[src/rtl/timer_dev_if.sv]
// Device-bus window of the timer: word address, write strobe/data, read data and IRQ.
// The CPU side drives through master; the timer attaches as slave.
interface timer_dev_if;
  logic [1:0]  Addr;
  logic        We;
  logic [31:0] DIn;
  logic [31:0] DOut;
  logic        IRQ;

  modport master (output Addr, output We, output DIn, input DOut, input IRQ);
  modport slave  (input Addr, input We, input DIn, output DOut, output IRQ);
endinterface

[src/rtl/timer_dev.sv]
// 32-bit down-counting timer with one-shot/auto-reload modes behind a 3-register bus window.
// Reads are combinational from Addr; IRQ is registered and follows the next-state pending flag.
module timer_dev (
  input  logic        clk,
  input  logic        rst,
  timer_dev_if.slave  bus
);

  typedef enum logic [1:0] {IDLE, LOAD, CNT, INT} state_t;

  state_t      state;
  logic        im;
  logic [1:0]  mode;
  logic        en;
  logic [31:0] preset;
  logic [31:0] count;
  logic        irq_pend;
  logic        irq;

  logic        wr_ctrl;
  logic        wr_preset;
  logic        pend_set;
  logic        pend_clr;
  logic        pend_nxt;
  logic        im_nxt;
  logic [31:0] rd_dat;

  assign wr_ctrl   = bus.We && (bus.Addr == 2'd0);
  assign wr_preset = bus.We && (bus.Addr == 2'd1);

  // Any CTRL/PRESET write beats a pending set in the same cycle.
  always_comb begin
    pend_set = (state == CNT) && en && (count <= 32'd1);
    pend_clr = wr_ctrl || wr_preset || ((state == INT) && (mode == 2'd1));
    pend_nxt = irq_pend;
    if (pend_clr)
      pend_nxt = 1'b0;
    else if (pend_set)
      pend_nxt = 1'b1;
    im_nxt = wr_ctrl ? bus.DIn[3] : im;
  end

  always_ff @(posedge clk) begin
    if (!rst) begin
      state    <= IDLE;
      im       <= 1'b0;
      mode     <= 2'd0;
      en       <= 1'b0;
      preset   <= 32'd0;
      count    <= 32'd0;
      irq_pend <= 1'b0;
      irq      <= 1'b0;
    end else begin
      irq_pend <= pend_nxt;
      irq      <= pend_nxt & im_nxt;
      if (wr_ctrl)
        {im, mode, en} <= bus.DIn[3:0];
      if (wr_preset)
        preset <= bus.DIn;
      case (state)
        IDLE: if (en) state <= LOAD;
        LOAD: begin
          count <= (preset == 32'd0) ? 32'd1 : preset;
          state <= CNT;
        end
        CNT: begin
          if (!en)
            state <= IDLE;
          else if (count > 32'd1)
            count <= count - 32'd1;
          else begin
            count <= 32'd0;
            state <= INT;
          end
        end
        INT: begin
          if (mode == 2'd1)
            state <= en ? LOAD : IDLE;
          else begin
            state <= IDLE;
            // A simultaneous bus write to CTRL keeps the written Enable.
            if (!wr_ctrl)
              en <= 1'b0;
          end
        end
        default: state <= IDLE;
      endcase
    end
  end

  always_comb begin
    case (bus.Addr)
      2'd0:    rd_dat = {28'd0, im, mode, en};
      2'd1:    rd_dat = preset;
      2'd2:    rd_dat = count;
      default: rd_dat = 32'd0;
    endcase
  end

  assign bus.DOut = rd_dat;
  assign bus.IRQ  = irq;

endmodule

[src/flat_wrapper.sv]
// flat-port wrapper written by rule: the top's interface ports become plain ports
module timer_dev_flat 
  (clk, rst, bus_Addr, bus_We, bus_DIn, bus_DOut, bus_IRQ);
  timer_dev_if bus_i ();
  input  logic clk;
  input  logic rst;
  input wire logic [$bits(bus_i.Addr)-1:0] bus_Addr;
  input wire logic [$bits(bus_i.We)-1:0] bus_We;
  input wire logic [$bits(bus_i.DIn)-1:0] bus_DIn;
  output wire logic [$bits(bus_i.DOut)-1:0] bus_DOut;
  output wire logic [$bits(bus_i.IRQ)-1:0] bus_IRQ;
  assign bus_i.Addr = bus_Addr;
  assign bus_i.We = bus_We;
  assign bus_i.DIn = bus_DIn;
  assign bus_DOut = bus_i.DOut;
  assign bus_IRQ = bus_i.IRQ;
  timer_dev u_core (.clk(clk), .rst(rst), .bus(bus_i));
endmodule
[config.mk]
export PLATFORM = sky130hd
export DESIGN_NAME = timer_dev_flat
export DESIGN_NICKNAME = d
export VERILOG_FILES = /design/src/rtl/timer_dev_if.sv /design/src/rtl/timer_dev.sv /design/src/flat_wrapper.sv
export SDC_FILE = /design/constraint.sdc
export NUM_CORES = 1
export LEC_CHECK = 0
export ABC_CLOCK_PERIOD_IN_PS = 5700
export CAP_MARGIN = 10
export CORE_MARGIN = 2
export CORE_UTILIZATION = 58
export DETAILED_ROUTE_END_ITERATION = 6
export PLACE_DENSITY = 0.95
export SLEW_MARGIN = 15
export SYNTH_ARGS = -nofsm -noshare
export SYNTH_HDL_FRONTEND = slang
export SYNTH_SLANG_ARGS = --single-unit
[constraint.sdc]
create_clock -name clk -period 5.7 [get_ports clk]
set_input_delay 0.57 -clock clk [delete_from_list [all_inputs] [get_ports clk]]
set_output_delay 0.57 -clock clk [all_outputs]
set_load 0.05 [all_outputs]
## Word level (Yosys, flattened, before mapping)

Cells that the tools add are included.

| cells by class | value |
|---|---|
| order comparisons | 2 |
| equality and inequality tests | 9 |
| reduce and logical (&&, ||, !) cells | 13 |
| add/subtract/negate cells | 1 |
| bitwise operators | 1 |
| multiplexer cells | 18 |

Operators with widths:

| kind | number |
|---|---|
| 32-bit two-way mux | 3 |
| 32-bit case mux with 3 select lines | 1 |
| 32-bit case mux with 2 select lines | 1 |
| 32-bit by 1-bit greater-than comparator with 1-bit output, second input constant | 1 |
| 32-bit by 1-bit <= comparator with 1-bit output, second input constant | 1 |
| 32-bit logical NOT | 1 |
| 32-bit by 1-bit subtractor with 32-bit output, second input constant | 1 |
| 1-bit two-way mux | 8 |
| 2-bit two-way mux | 4 |
| 2-bit case mux with 4 select lines | 1 |
| 2-bit by 1-bit == test with 1-bit output, second input constant | 3 |
| 2-bit == test, second input constant | 3 |
| 1-bit logical AND | 5 |
| 2-bit logical NOT | 2 |
| 2-bit by 1-bit inequality test with 1-bit output, second input constant | 2 |
| 2-bit AND reduction | 2 |
| 3-bit inequality test, second input constant | 1 |
| 1-bit logical OR | 2 |
| 2-bit nonzero test | 1 |
| 1-bit AND | 1 |

| word-level totals | value |
|---|---|
| logic and storage cells | 52 |
| register bits | 72 |

## Longest topological paths before layout

Gate-level depths: netlist (run 1).

| logic depth | value |
|---|---|
| depth after elaboration | 6 |
| gate-level depth with buffers | 9 |
| mapped depth without buffers | 7 |

## Worst setup path before layout (run 1)

Ideal clock, no wire load.

| timing path | value |
|---|---|
| kind | input -> output |
| from | in bus_Addr[1] |
| to | out bus_DOut[10] |
| path slack | 3.088 ns |
| arrival | 2.042 ns |
| stages | 5 |
| cell sequence | clkbuf_1 nor2b_1 clkbuf_1 clkbuf_1 a22o_1 |

| on the way | value |
|---|---|
| word-level cells in the longest chain between the ends | 2 |
| elaborated cells on any way between the ends | 4 |
| classes of those cells | eq/ne (2); mux (1); reduce/logical (1) |

RTL lines:

| item | line | RTL |
|---|---|---|
| from (decl) | flat_wrapper.sv:7 | `input wire logic [$bits(bus_i.Addr)-1:0] bus_Addr;` |
| 2-bit == test (tied with other cells) | timer_dev.sv:92 | `case (bus.Addr)` |
| 32-bit case mux with 3 select lines * | timer_dev.sv:92 |  |
| to (decl) | flat_wrapper.sv:10 | `output wire logic [$bits(bus_i.DOut)-1:0] bus_DOut;` |

Mark *: on every way between the ends. The rest lies on a longest branch, timed or not.

## Worst setup path in the final report (run 1)

| timing path | value |
|---|---|
| from | in bus_Addr[1] |
| to | out bus_DOut[24] |

The elaborated chain is that of the path after synthesis.

==> results.md, run 1 <==
* Status: complete, but fails checks
* Failing checks: design-rule violations
* Worst Hold Margin at slightly above 500 ps
* Row Count at 30
* Clock skew at 19.48 ps
* I/O pin total at 70
* Final setup fails at 0
* 1st-iter DRT viols at between 600 and 700
* Post-place setup slack at between 1500 and 2000 ps
* Syn Area/Cell at 7.681 µm²
* First-pass GRT wire length at roughly 22,000 µm
* YS warnings at 0
* Inserted Clock Buffers at 9
* RSZ-0062 raised after global routing: false
* Grt ovf at 0
* Critical-path top delay cell: clkdlybuf4s50_1
* Worst reg2reg path depth at 5
* Post-route minimum period at ~3700 ps
* Vias in the first global route at just over 4,000
* Fill count at about 530
* Clk root buf: clkbuf_8
* Antenna Cells at 0
* Leak at around 1.7 nW
* Critical Path RT at ~5100 ps
* Routability congestion estimate at about 0.98
* Core ar. at 6794 µm²
* Layout cells sized above 1 at 0.04938
* Post-Syn Nets at about 570
* 1st-pass router iterations at 7
* DRT Wirelength at 14,010 µm
* Post-Synthesis Cell Area at about 4000 µm²
* Via count at 4,623
* Netlist cell types at 60
* Worst Path Max Fanout at 28
* Synth async-reset ratio at 0
* Final max-slew violation count at 0
* # clock sinks at slightly above 70
* Detail-routed net length per standard cell at ~21 µm
* EDFF count, synth at 0
* # hold bufs at CTS at 0
* Final worst-path cycle share at 0.6459
* Worst Tran Pin Value at 1040 ps
* Arrival time worst endpoint at just over 3000 ps
* Clk_lat worst skew at ~370 ps
* Slowest stage delay, CP at slightly above 800 ps
* H-tree depth at 3
* CP startpoint kind: input pin
* Hold path start: u_core.preset[10]
* Initial Utilization at 0.6015
* CP startpoint: bus_Addr[1]
* CP dominant cell by count: clkdlybuf4s50_1
* CP cell instances: clkdlybuf4s50_1, nor2b_4, a22o_1, clkdlybuf4s50_1
* Antenna violations before repair at 0
* Max-Cap Viols at 0
* # port buffers at 69
* Setup TNS at 0 ps
* Peak supply drop at about 0.18 mV
* Hold Path Stages at 2
* Die ar. at 7733 µm²
* Vias/cell at between 6 and 7
* Slew headroom at 0.3067
* Mapped Cells at between 500 and 600
* Seq cells post-synth at 72
* P&R area growth vs syn at 20.82%
* Drt drc at 1
* Max Clk Rate at 271.6 MHz
* DIE WIDTH at between 80 and 90 µm
* Die Ht at ~90 µm
* Resized Gates After CTS at 0
* Setup WS post-layout at about 2000 ps
* Nets@finish at 601
* Total track usage at 0.3704
* Final-report hold violation count at 0
* CTS tree: built
* Worst R2R Start: u_core.count[14]
* Worst-path clk slew at 70 ps
* Post-CTS setup buffers at 0
* ANT nets after route at 0
* Clk buf depth at 2
* Sequential fraction of the synthesis area at 0.3527
* Total power per unit cell area at around 240 nW/µm²
* Critical path type: in -> out
* Critical Path Sink Type: output port
* Hold crit path type: reg -> reg
* Pin count of the biggest net entering global routing at 55
* Ys flop type: dfxtp_1
* Final core occ at 0.7267
* DPL Wire Length at between 9000 and 10,000 µm
-- cell usage after synthesis (all sizes together) (5+ instances only) --
library cell,number,area (µm²)
nand2,96,360.4
dfxtp,72,1441
a21oi,49,245.2
clkbuf,49,183.9
a22o,28,245.2
nor2,24,90.09
o21ai,23,115.1
nor3,20,105.1
nor4,20,155.2
a31oi,13,81.33
a32oi,12,105.1
nand3,12,65.06
or4,10,75.07
a32o,8,80.08
mux2i,8,80.08
or3,8,50.05
inv,6,22.52
nand4,6,37.54
nor2b,5,31.28
-- cells in the final DEF, fill, tap and decap left out, types with 4 or more instances in the layout --
master,instances
nand3_1,11
clkdlybuf4s50_1,69
or3_1,8
a32oi_1,12
dfxtp_1,72
nor2_1,24
o31ai_1,4
o21ai_0,22
a31oi_1,13
a32o_1,8
mux2i_1,8
o311ai_0,4
nand4_1,6
nor3_1,19
inv_1,5
a221oi_1,4
a21oi_1,49
nand2_1,96
nor4_1,18
a22o_1,28
or4_1,10
clkbuf_8,9
nand2b_1,4
-- area by class of cell --
cell class              instances  area, µm²  share of cell area
clock buffers                  10      127.6             0.02585
clock inverters                 6      92.59             0.01875
inverters                       7      26.28            0.005322
multi-input cells             400       2416              0.4894
flip-flops and latches         72       1441              0.2919
well taps                      96      120.1             0.02433
repair buffers                 72      713.2              0.1444
-- through the flow --
stage / cells / power [mW] / area [µm²]
floorplan: 532 / 0.6347 / 4086
global placement: 647 / 0.6940 / 4712
detailed placement: 647 / 0.6964 / 4712
CTS: 663 / 1.149 / 4932
global route: 663 / 1.195 / 4937
finish: 663 / 1.164 / 4937
-- layer usage --
| metal | track usage | wire length, µm | vias to the layer above |
|---|---|---|---|
| li1 | - | - | 2061 |
| met1 | 0.5192 | 5442 | 2143 |
| met2 | 0.5503 | 6140 | 359 |
| met3 | 0.1046 | 1996 | 60 |
| met4 | 0.1217 | 430 | 0 |
| met5 | 0 | 0 | - |
-- path summary, 6_finish.rpt --
check / end / slack (ps)
hold reg to reg: u_core.preset[10] / 510
setup / recovery: bus_DOut[24] / 2020
setup reg to reg: u_core.count[21] / 2620
hold / removal: u_core.preset[10] / 510
-- flip-flops by register name, summed over array words and instances, names as in the netlist --
signal / flops
u_core.count: 32
u_core.mode: 2
u_core.preset: 32
u_core.irq_pend: 1
u_core.bus.IRQ: 1
u_core.im: 1
u_core.state: 2
u_core.en: 1
-- power breakdown --
| part | leakage [nW] | total, mW | switching [mW] | internal (mW) |
|---|---|---|---|---|
| Clock | 0.103 | 0.471 | 0.222 | 0.249 |
| Combinational | 1.05 | 0.163 | 0.101 | 0.0616 |
| Sequential | 0.583 | 0.530 | 0.0169 | 0.513 |
| Total | 1.74 | 1.16 | 0.340 | 0.824 |
-- logic make-up (layout without fill, tap and decap cells) --
family          after synthesis  in the layout  synth area share
buf+inv                      60             95           0.05848
mux                           8              8           0.01960
simple gates                218            218            0.2676
xor+xnor                      1              1          0.002144
fa+ha+maj                     2              2          0.006123
flops                        72             72            0.3527
compound gates              171            171            0.2933
-- critical path: cells and delay by family --
kind                   cells  cell delay [ps]
AO/OA/AOI/OAI              1              280
buffers and inverters      2             1540
AND/OR/NAND/NOR            1              710
(Power assumes the default switching activity.)
==> run 2: changes to the inputs <==
--- a/config.mk
+++ b/config.mk
@@ -5,12 +5,12 @@
 export SDC_FILE = /design/constraint.sdc
 export NUM_CORES = 1
 export LEC_CHECK = 0
-export ABC_CLOCK_PERIOD_IN_PS = 5700
+export ABC_CLOCK_PERIOD_IN_PS = 3700
 export CAP_MARGIN = 10
 export CORE_MARGIN = 2
-export CORE_UTILIZATION = 58
+export CORE_UTILIZATION = 53
 export DETAILED_ROUTE_END_ITERATION = 6
-export PLACE_DENSITY = 0.95
+export PLACE_DENSITY = 0.89
 export SLEW_MARGIN = 15
 export SYNTH_ARGS = -nofsm -noshare
 export SYNTH_HDL_FRONTEND = slang
==> constraint.sdc (replaced) <==
create_clock -name clk -period 3.7 [get_ports clk]
set_input_delay 0.37 -clock clk [delete_from_list [all_inputs] [get_ports clk]]
set_output_delay 0.37 -clock clk [all_outputs]
set_load 0.05 [all_outputs]
==> run 2 against run 1 <==
Compared with the run above:
- the flow now finishes without violations
- hold slack got worse by 15 ps
- sequential power increased by 54%
- final cell count increased by 2.3%
- via count shrank 1.3%
- combinational power is 57% higher
- die area is 9.0% higher
- global-route usage decreased by 4.3 points
- total power rose by 45%
- highest routed layer unchanged
==> results.md, run 2 (synthesis gave the netlist of run 1 again) <==
* Hold crit path type: reg -> reg
* Die ar. at 8428 µm² (+9.0%)
* Arrival time worst endpoint at 3100 ps (about the same)
* Most frequent cells in the layout: nand2_1 (96), dfxtp_1 (72), a21oi_1 (49)
* P&R area growth vs syn at 20.09%
* Commonest non-fill, non-tap cell in the layout: nand2_1
* I/O pin total at 70 (unchanged)
* First-pass GRT wire length at 21,890 µm (-0.63%)
* Placed cells at 662 (+2.3%)
* CP startpoint kind: flip-flop
* Routability congestion estimate at 0.9971 (+1.9%)
* Final setup fails at 0 (unchanged)
* Slew headroom at 0.3558 (+0.04910)
* Worst R2R End: u_core.count[2]
* Largest registers: u_core.count: 32 flops, u_core.preset: 32 flops
* H-tree depth at 3 (unchanged)
* Antenna Cells at 0 (unchanged)
* Vias/cell at 6.729 (-3.5%)
* Worst R2R Start: u_core.count[15]
* Vias in the first global route at 4,166 (+1.5%)
* Antenna violations before repair at 0 (unchanged)
* CTS tree: built
* Setup TNS at 0 ps (unchanged)
* ANT nets after route at 0 (unchanged)
* Clk buf depth at 2 (unchanged)
* Clk pwr share at 0.364 (-0.041)
* Critical Path Sink Type: flip-flop
* Fill count at 673 (+27%)
* Final max-slew violation count at 0 (unchanged)
* CP endpoint: u_core.count[2]
* Clk root buf: clkbuf_8
* 1st-pass router iterations at 6 (-1)
* Seq pwr share at 0.484 (+0.029)
* Worst Tran Pin Value at 964.4 ps (-75.64 ps)
* RSZ-0062 raised after global routing: false
* Resized Gates After CTS at 0 (unchanged)
* Via count at 4,562 (-1.3%)
* Status: completed
* Logic pwr share at 0.152 (+0.012)
* Worst-path clk slew at 90 ps (+20 ps)
* Slowest stage delay, CP at 690 ps (-130 ps)
* Worst reg2reg path depth at 5 (unchanged)
* # port buffers at 69 (unchanged)
* Drt drc at 0 (-1)
* Fin area at 4907 µm² (-0.61%)
* Peak supply drop at 0.2895 mV (+63%)
* DIE WIDTH at 91.81 µm (+4.4%)
* Initial Utilization at 0.5372 (-0.06430)
* Final core occ at 0.6451 (-0.08164)
* Critical-path top delay cell: or4_1
* Switching share of power at 0.3030 (+0.01058)
* Critical Path RT at 3950 ps (-1180 ps)
* CP cell instances: or4_1, nor4_4, a41oi_2, a32o_1, a32o_1
* Inserted Clock Buffers at 9 (unchanged)
* CP startpoint: u_core.count[15]
* # hold bufs at CTS at 0 (unchanged)
* Nets@finish at 610 (+1.5%)
* Final worst-path cycle share at 0.7696
* Detail-routed net length per standard cell at 19.96 µm (-5.5%)
* Layout cells sized above 1 at 0.1146 (+0.06520)
* Clock skew at 13.27 ps (-6.215 ps)
* Placed cell areas at 4717 µm² (+0.11%)
* # clock sinks at 72 (unchanged)
* Row Count at 32 (+6.7%)
* DPL Wire Length at 9239 µm (-2.4%)
* Critical path type: reg -> reg
* Switching power at 0.5096 mW (+50%)
* CP dominant cell by count: a32o_1
* Post-route minimum period at roughly 2800 ps
* Core ar. at 7607 µm² (+12%)
* Power Internal at 1.172 mW (+42%)
* Total track usage at 0.3278 (-0.04262)
* Max Clk Rate at 351.2 MHz
* Layout Cells excl Fill at 678 (+2.3%)
* 1st-iter DRT viols at 713 (+6.6%)
* Grt ovf at 0 (unchanged)
* Worst Hold Margin at 492.6 ps (-15.01 ps)
* Max-Cap Viols at 0 (unchanged)
* Final-report hold violation count at 0 (unchanged)
* Leak at 1.828 nW (+5.2%)
* Die Ht at 91.81 µm (+4.4%)
* Total power per unit cell area at 342.8 nW/µm² (+45%)
* Worst Path Max Fanout at 16 (-43%)
* Reg2Reg Setup Slack at 850 ps (-1770 ps)
* Pin count of the biggest net entering global routing at 55 (unchanged)
* Post-CTS setup buffers at 0 (unchanged)
* DRT Wirelength at 13,540 µm (-3.4%)
* Clk_lat worst skew at 360 ps (about the same)
-- run 2: changes by cell type in the layout (fill, tap and decap cells not counted), sizes merged --
| cell | delta |
|---|---|
| buf | +37 |
| clkdlybuf4s50 | -28 |
| bufinv | -2 |
| clkinv | +2 |
| clkbuf | +1 |
| clkinvlp | -1 |
-- run 2: worst min-delay path by stage --
stage	startpoint	endpoint	slack, ps	cells past startpoint
after CTS	u_core.preset[18]	u_core.preset[18]	490	2
after detailed placement	u_core.preset[18]	u_core.preset[18]	480	2
after floorplan	u_core.preset[28]	u_core.preset[28]	460	2
after global routing	u_core.preset[18]	u_core.preset[18]	530	2
final	u_core.preset[18]	u_core.preset[18]	490	2
after global placement	u_core.preset[29]	u_core.preset[29]	480	2
-- run 2: final cells by class --
class	count	area (µm²)	area share
Sequential cell	72	1441	0.2937
Timing Repair Buffer	81	710.7	0.1448
Clock buffer	11	151.4	0.03085
Inverter	7	26.28	0.005354
Multi-Input combinational cell	400	2411	0.4913
Tap cell	102	127.6	0.02601
Clock inverter	5	38.79	0.007904
-- run 2: power by group through the flow --
stage          sequential (mW)  clock [mW]  combinational, mW
2_1_floorplan            0.820           0              0.158
4_1_cts                  0.812       0.611              0.250
6_report                 0.814       0.612              0.256
3_3_place_gp             0.830           0              0.247
5_1_grt                  0.816       0.654              0.273
3_5_place_dp             0.830           0              0.248
-- run 2: stage by stage --
stage          power [mW]  worst slack (ps)
5_1_grt             1.743             750.3
6_report            1.682             852.6
2_1_floorplan      0.9778              1364
4_1_cts             1.672             912.9
3_5_place_dp        1.079             936.8
3_3_place_gp        1.077             965.8
-- run 2: worst max-delay path, delay by kind of cell, from the launching register on --
family	cells	cell delay, ps
AO/OA/AOI/OAI	3	1190
AND/OR/NAND/NOR	2	1170
flip-flops	1	380
-- run 2: routing by layer --
layer	vias to the layer above	track usage	wire length [µm]
li1	2077	-	-
met1	2102	0.4634	5500
met2	332	0.4853	5836
met3	51	0.07313	1762
met4	0	0.1306	435
met5	-	0	0
